===== src/rtl/fifo_pkg.sv =====
// Shared sizing helpers and flag bundle for the single-clock programmable FIFO.
// Imported by sync_fifo_ram and sync_fifo_prog.
package fifo_pkg;

    // Ceiling log2; clog2(1) == 0.
    function automatic int clog2(input int unsigned value);
        int unsigned v;
        int          r;
        v = (value > 0) ? value - 1 : 0;
        r = 0;
        while (v > 0) begin
            v = v >> 1;
            r = r + 1;
        end
        return r;
    endfunction

    function automatic int fifo_depth(input int awidth);
        return 1 << awidth;
    endfunction

    localparam int FIFO_DEF_AWIDTH = 4;
    localparam int FIFO_DEF_DEPTH  = fifo_depth(FIFO_DEF_AWIDTH);
    localparam int FIFO_DEF_LWIDTH = clog2(FIFO_DEF_DEPTH) + 1;

    typedef struct packed {
        logic full;
        logic almost_full;
        logic empty;
        logic almost_empty;
    } fifo_flags_t;

    localparam fifo_flags_t FLAGS_RESET = '{
        full:         1'b0,
        almost_full:  1'b0,
        empty:        1'b1,
        almost_empty: 1'b1
    };

    // Thresholds compare as unsigned, so ae >= depth pins almost_empty high.
    function automatic fifo_flags_t calc_flags(
        input int unsigned lvl,
        input int unsigned af,
        input int unsigned ae,
        input int unsigned depth
    );
        fifo_flags_t f;
        f.full         = (lvl == depth);
        f.almost_full  = (lvl >= af);
        f.empty        = (lvl == 0);
        f.almost_empty = (lvl <= ae);
        return f;
    endfunction

endpackage


===== src/rtl/sync_fifo_ram.sv =====
// DEPTH x DWIDTH storage for sync_fifo_prog: synchronous write, read port
// either combinational (show-ahead) or registered with a read enable.
module sync_fifo_ram
    import fifo_pkg::*;
#(
    parameter int DWIDTH = 32,
    parameter int AWIDTH = 4,
    parameter bit FWFT   = 1'b1
) (
    input  logic              clk,
    input  logic              rst,
    input  logic              we,
    input  logic [AWIDTH-1:0] waddr,
    input  logic [DWIDTH-1:0] wdata,
    input  logic              re,
    input  logic [AWIDTH-1:0] raddr,
    output logic [DWIDTH-1:0] rdata
);

    localparam int DEPTH = fifo_depth(AWIDTH);

    logic [DWIDTH-1:0] mem [DEPTH];

    // NOTE: the array has no reset so it maps onto RAM primitives; the
    // control logic never exposes an entry that was not written first.
    // NOTE: sequential state is assigned with <= so every flop samples
    // pre-edge values regardless of process ordering.
    always_ff @(posedge clk) begin
        if (we) begin
            mem[waddr] <= wdata;
        end
    end

    generate
        if (FWFT) begin : g_show_ahead
            assign rdata = mem[raddr];

            // Clocked read controls are only needed by the registered port.
            logic unused_rd_ctrl;
            assign unused_rd_ctrl = rst | re;
        end else begin : g_registered
            always_ff @(posedge clk or posedge rst) begin
                if (rst) begin
                    rdata <= '0;
                end else if (re) begin
                    rdata <= mem[raddr];
                end
            end
        end
    endgenerate

endmodule


===== src/rtl/sync_fifo_prog.sv =====
// Single-clock FIFO with binary fill level, programmable almost-full/empty
// thresholds, sticky overflow/underflow, synchronous flush and FWFT option.
module sync_fifo_prog
    import fifo_pkg::*;
#(
    parameter int DWIDTH = 32,
    parameter int AWIDTH = FIFO_DEF_AWIDTH,
    parameter bit FWFT   = 1'b1
) (
    input  logic              clk,
    input  logic              rst,
    input  logic [DWIDTH-1:0] wdata,
    input  logic              write_en,
    output logic              full,
    output logic              almost_full,
    input  logic              read_en,
    output logic [DWIDTH-1:0] rdata,
    output logic              rvalid,
    output logic              empty,
    output logic              almost_empty,
    output logic [AWIDTH:0]   level,
    input  logic [AWIDTH:0]   af_thresh,
    input  logic [AWIDTH:0]   ae_thresh,
    input  logic              flush,
    output logic              overflow,
    output logic              underflow,
    input  logic              clr_err
);

    localparam int DEPTH  = fifo_depth(AWIDTH);
    localparam int LWIDTH = clog2(DEPTH) + 1;

    logic [AWIDTH-1:0] wptr;
    logic [AWIDTH-1:0] rptr;
    logic [LWIDTH-1:0] level_q;
    logic [LWIDTH-1:0] level_next;
    fifo_flags_t       flags_q;
    fifo_flags_t       flags_next;
    logic              wr_acc;
    logic              rd_acc;
    logic              ovf_evt;
    logic              unf_evt;

    // Acceptance uses the registered flags; flush swallows both requests.
    // NOTE: every always_comb output gets a default first so no path can
    // leave it unassigned and infer a latch.
    always_comb begin
        wr_acc     = 1'b0;
        rd_acc     = 1'b0;
        ovf_evt    = 1'b0;
        unf_evt    = 1'b0;
        level_next = level_q;
        if (!flush) begin
            wr_acc     = write_en && !flags_q.full;
            rd_acc     = read_en  && !flags_q.empty;
            ovf_evt    = write_en &&  flags_q.full;
            unf_evt    = read_en  &&  flags_q.empty;
            level_next = level_q + LWIDTH'(wr_acc) - LWIDTH'(rd_acc);
        end else begin
            level_next = '0;
        end
        flags_next = calc_flags(32'(level_next), 32'(af_thresh),
                                32'(ae_thresh), DEPTH);
    end

    always_ff @(posedge clk or posedge rst) begin
        if (rst) begin
            wptr    <= '0;
            rptr    <= '0;
            level_q <= '0;
            flags_q <= FLAGS_RESET;
        end else begin
            if (flush) begin
                wptr <= '0;
                rptr <= '0;
            end else begin
                if (wr_acc) wptr <= wptr + AWIDTH'(1);
                if (rd_acc) rptr <= rptr + AWIDTH'(1);
            end
            level_q <= level_next;
            flags_q <= flags_next;
        end
    end

    // A new error in the same cycle as clr_err keeps the flag set.
    always_ff @(posedge clk or posedge rst) begin
        if (rst) begin
            overflow  <= 1'b0;
            underflow <= 1'b0;
        end else begin
            if (ovf_evt)      overflow <= 1'b1;
            else if (clr_err) overflow <= 1'b0;
            if (unf_evt)      underflow <= 1'b1;
            else if (clr_err) underflow <= 1'b0;
        end
    end

    generate
        if (FWFT) begin : g_rvalid_show_ahead
            assign rvalid = !flags_q.empty;
        end else begin : g_rvalid_registered
            always_ff @(posedge clk or posedge rst) begin
                if (rst) begin
                    rvalid <= 1'b0;
                end else begin
                    rvalid <= rd_acc;
                end
            end
        end
    endgenerate

    sync_fifo_ram #(
        .DWIDTH (DWIDTH),
        .AWIDTH (AWIDTH),
        .FWFT   (FWFT)
    ) u_ram (
        .clk   (clk),
        .rst   (rst),
        .we    (wr_acc),
        .waddr (wptr),
        .wdata (wdata),
        .re    (rd_acc),
        .raddr (rptr),
        .rdata (rdata)
    );

    assign level        = level_q;
    assign full         = flags_q.full;
    assign almost_full  = flags_q.almost_full;
    assign empty        = flags_q.empty;
    assign almost_empty = flags_q.almost_empty;

endmodule

===== config.mk =====
export PLATFORM = sky130hd
export DESIGN_NAME = sync_fifo_prog
export DESIGN_NICKNAME = d
export VERILOG_FILES = /design/src/rtl/fifo_pkg.sv /design/src/rtl/sync_fifo_ram.sv /design/src/rtl/sync_fifo_prog.sv
export SDC_FILE = /design/constraint.sdc
export NUM_CORES = 1
export LEC_CHECK = 0
export BUFFER_PORTS_ARGS = -buffer_cell sky130_fd_sc_hd__buf_2
export CORE_MARGIN = 4
export CORE_UTILIZATION = 39
export CTS_CLUSTER_DIAMETER = 30
export DETAILED_ROUTE_END_ITERATION = 7
export PLACE_DENSITY = 0.58
export SYNTH_ARGS = -nofsm -noshare
export SYNTH_HDL_FRONTEND = slang
export SYNTH_SLANG_ARGS = --single-unit

===== constraint.sdc =====
create_clock -name clk -period 8.65 [get_ports clk]
set_clock_uncertainty 0.05 [all_clocks]
set_input_delay 0.4325 -clock clk [delete_from_list [all_inputs] [get_ports clk]]
set_output_delay 0.4325 -clock clk [all_outputs]
set_load 0.02 [all_outputs]

==> flow_summary.ini <==
[setup_path]
slowest_stage = dfrtp_4
cp-startpoint = rptr[0]$_DFFE_PP0P_
rrSetupSlack_ns = 5.37
worst_r2r_path_depth = 13
path_class = flop to primary output
cp_cell_sequence = buf_12, mux4_2, a22oi_1, nand2_1, buf_2
cpPeakStageDelay_ns = 0.88
crit_fanout = 97
reg2reg_from = full$_DFF_PP0_
start_kind = flop
crit_path_end = rdata[25]
critical_path_arrival_ns = 3.45
cp.depth = 5
path_buf_inv = 2
rr_endpoint = almost_empty$_DFF_PP1_
crit_family = flip-flops
endpoint_kind = primary output
worstPathRequired_ns = 8.17

[route]
wl_met1_um = 19490
vias = 9852
drc = 0
wl_met3_um = 2443
vias_per_cell = 5.249
wirelength_um = 44360
top_layer_used = met4
drt_iter0_markers = 735
wl_per_cell_um = 23.63
wl_met2_um = 21780
antenna_left = 0
first_pass_iters = 5

[synth]
synth_cell_type_count = 32
synth-simple-area-share = 0.02087
synthesis.nets = 1000
muxShareOfSynthArea = 0.1420
synth_area_leader_cell = edfxtp_1
synth_fa_ha_area_frac = 0.01322
synth_area_leaders = edfxtp_1, mux4_2, a22oi_1, dfrtp_1, ha_1
yosysSeqAreaShare = 0.7756
synthesis.area_um2 = 20440
yosys_warnings = 0
synth_top_family_by_area = multiplexers
synth_top_area_frac = 0.7522
synth_cells = 931
synth_xor_area_frac = 0.004285
yosys_register_bits = 531
avgSynthCellArea_um2 = 21.95
synth_compound_area_frac = 0.02810

[cts]
path_clk_slew_ns = 0.05
numCtsBuffers = 104
htreeDepth = 3
cts_tree = built
cts.sinks = 531
clock_latency_ns = 0.61
cts_setup_buffers = 0
post_cts_resize_count = 0
cts-root-buf = clkbuf_16
ctsLongestPathBuffers = 3

[global_routing]
grt_max_degree = 98
grt_pass1_vias = 10710
grt_pass1_wl_um = 67220
grt_overflow = 0
grt_usage = 0.1587
antenna_found_initial = 2

[layout]
syn_to_final_growth_pct = 23.26
drive_above_1_share = 0.3548
layout_common_cells = edfxtp_1, mux4_2, clkbuf_16
final_common_cell = edfxtp_1
fillerInstances = 4142
design_area_um2 = 25190
nets = 1173

[floorplan]
start_util = 0.3960
rows = 83
die_w_um = 236.9
ios = 92
core_um2 = 51610
die_h_um = 236.9
fp.dieArea_um2 = 56140

[sta]
fin_hold_ws_ns = 0.05130
worst_pin_slew_ns = 1.055
min_period_over_period = 0.4550
setup-tns-final_ns = 0
rsz0062_at_grt = no
finalHoldViolations = 0
drv_slew = 0
relSlewSlack = 0.2967
fin_crit_ns = 3.936
max_freq_ghz = 0.2541
finalSetupViolCount = 0

[pwr]
powerDensity_nw_per_um2 = 301.4
vdd_drop_max_mv = 0.1660
leakage_nw = 8.417

[worst_hold_path]
hold_path.class = input pin to flop

[place]
place_hpwl_um = 21930
numPortBuffers = 91
post_dp_cell_area_um2 = 21750
gp_congestion = 0.6969

[flow_run]
cap_violations = 0

[outcome]
outcome = completed
[synthesized netlist by cell type]
library cell,number
nor4b_1,1
or3b_2,1
o21a_1,1
fa_1,1
buf_6,5
edfxtp_1,512
a22oi_1,64
clkbuf_1,30
o22ai_1,1
nand2_1,38
buf_1,2
and2_1,13
nor3_1,2
inv_1,21
buf_4,6
a41o_1,1
nand4_1,3
mux2i_1,2
mux4_2,128
nand2b_1,4
nor2_1,21
nand3b_1,2
xnor2_1,4
a21oi_1,5
dfrtp_1,17
buf_2,5
nor2b_1,6
o21ai_0,3
ha_1,20
dfstp_2,2
xor2_1,6
a21o_1,4
[repair_timing]
action | CTS | global route
hold buffers | 2 | 0
endpoints found under the hold margin | 19 | 0
endpoints found under the setup margin | 0 | 0
[worst reg2reg max path: cells and delay by family (launching register included)]
| kind | cells | cell delay (ns) |
|---|---|---|
| AOI/OAI and AO/OA | 3 | 0.47 |
| xor gates and xnor gates | 1 | 0.19 |
| adders and majority gates | 4 | 1.24 |
| buffers and inverters | 2 | 0.14 |
| DFF | 1 | 0.41 |
| muxes | 1 | 0.19 |
| and+or+nand+nor | 2 | 0.54 |
[worst min path at each step]
stage                          startpoint  depth (start not counted)                     to  slack, ns
floorplan                             rst                          1  almost_full$_DFF_PP0_       0.33
global placement    underflow$_DFFE_PP0P_                          2  underflow$_DFFE_PP0P_       0.47
detailed placement  underflow$_DFFE_PP0P_                          2  underflow$_DFFE_PP0P_       0.47
CTS                               read_en                          3  underflow$_DFFE_PP0P_       0.01
global route                      read_en                          3  underflow$_DFFE_PP0P_       0.03
finish                            read_en                          3  underflow$_DFFE_PP0P_       0.05
[metal layers]
metal  vias to the layer above  track usage
met1                      5262       0.2160
met2                       259       0.2573
met3                        56      0.03843
met4                         0      0.04529
met5                         -            0
li1                       4275            -
[power by group]
group	leakage [nW]	switching (mW)	internal [mW]
Clock	1.65	1.27	2.54
Combinational	1.91	0.447	0.377
Sequential	4.86	0.0615	2.90
[cells by family (layout without fill, tap and decap cells)]
kind of cell | Yosys count | after routing
AOI/OAI and AO/OA | 79 | 79
xor gates and xnor gates | 10 | 10
adders and majority gates | 21 | 21
buffers and inverters | 69 | 333
DFF | 531 | 531
muxes | 130 | 130
other | 0 | 2
and+or+nand+nor | 91 | 91
[flip-flops by register name (all words and copies together), names as in the netlist]
signal,count
almost_empty,1
almost_full,1
empty,1
full,1
level,5
overflow,1
rptr,4
u_ram.mem,512
underflow,1
wptr,4
[stage by stage]
| stage | worst slack, ns | power [mW] | utilization | cells |
|---|---|---|---|---|
| 2_1_floorplan | 4.946 | 3.612 | - | 931 |
| 3_3_place_gp | 5.206 | 3.840 | 0.4214 | 1676 |
| 3_5_place_dp | 5.206 | 3.849 | 0.4214 | 1676 |
| 4_1_cts | 4.551 | 7.684 | 0.4880 | 1875 |
| 5_1_grt | 4.406 | 7.897 | 0.4880 | 1875 |
| 6_report | 4.714 | 7.593 | 0.4881 | 1877 |
[cell type report]
class,instances,area [µm²],share of cell area
Clock inverter,71,689.4,0.02737
Antenna cell,2,5.005,0.0001987
Tap cell,680,850.8,0.03377
Clock buffer,126,2728,0.1083
Sequential cell,531,15860,0.6296
Timing Repair Buffer,115,653.1,0.02593
Multi-Input combinational cell,331,4328,0.1718
Inverter,21,78.83,0.003129
Note: power is estimated with default switching activity, not from simulation.
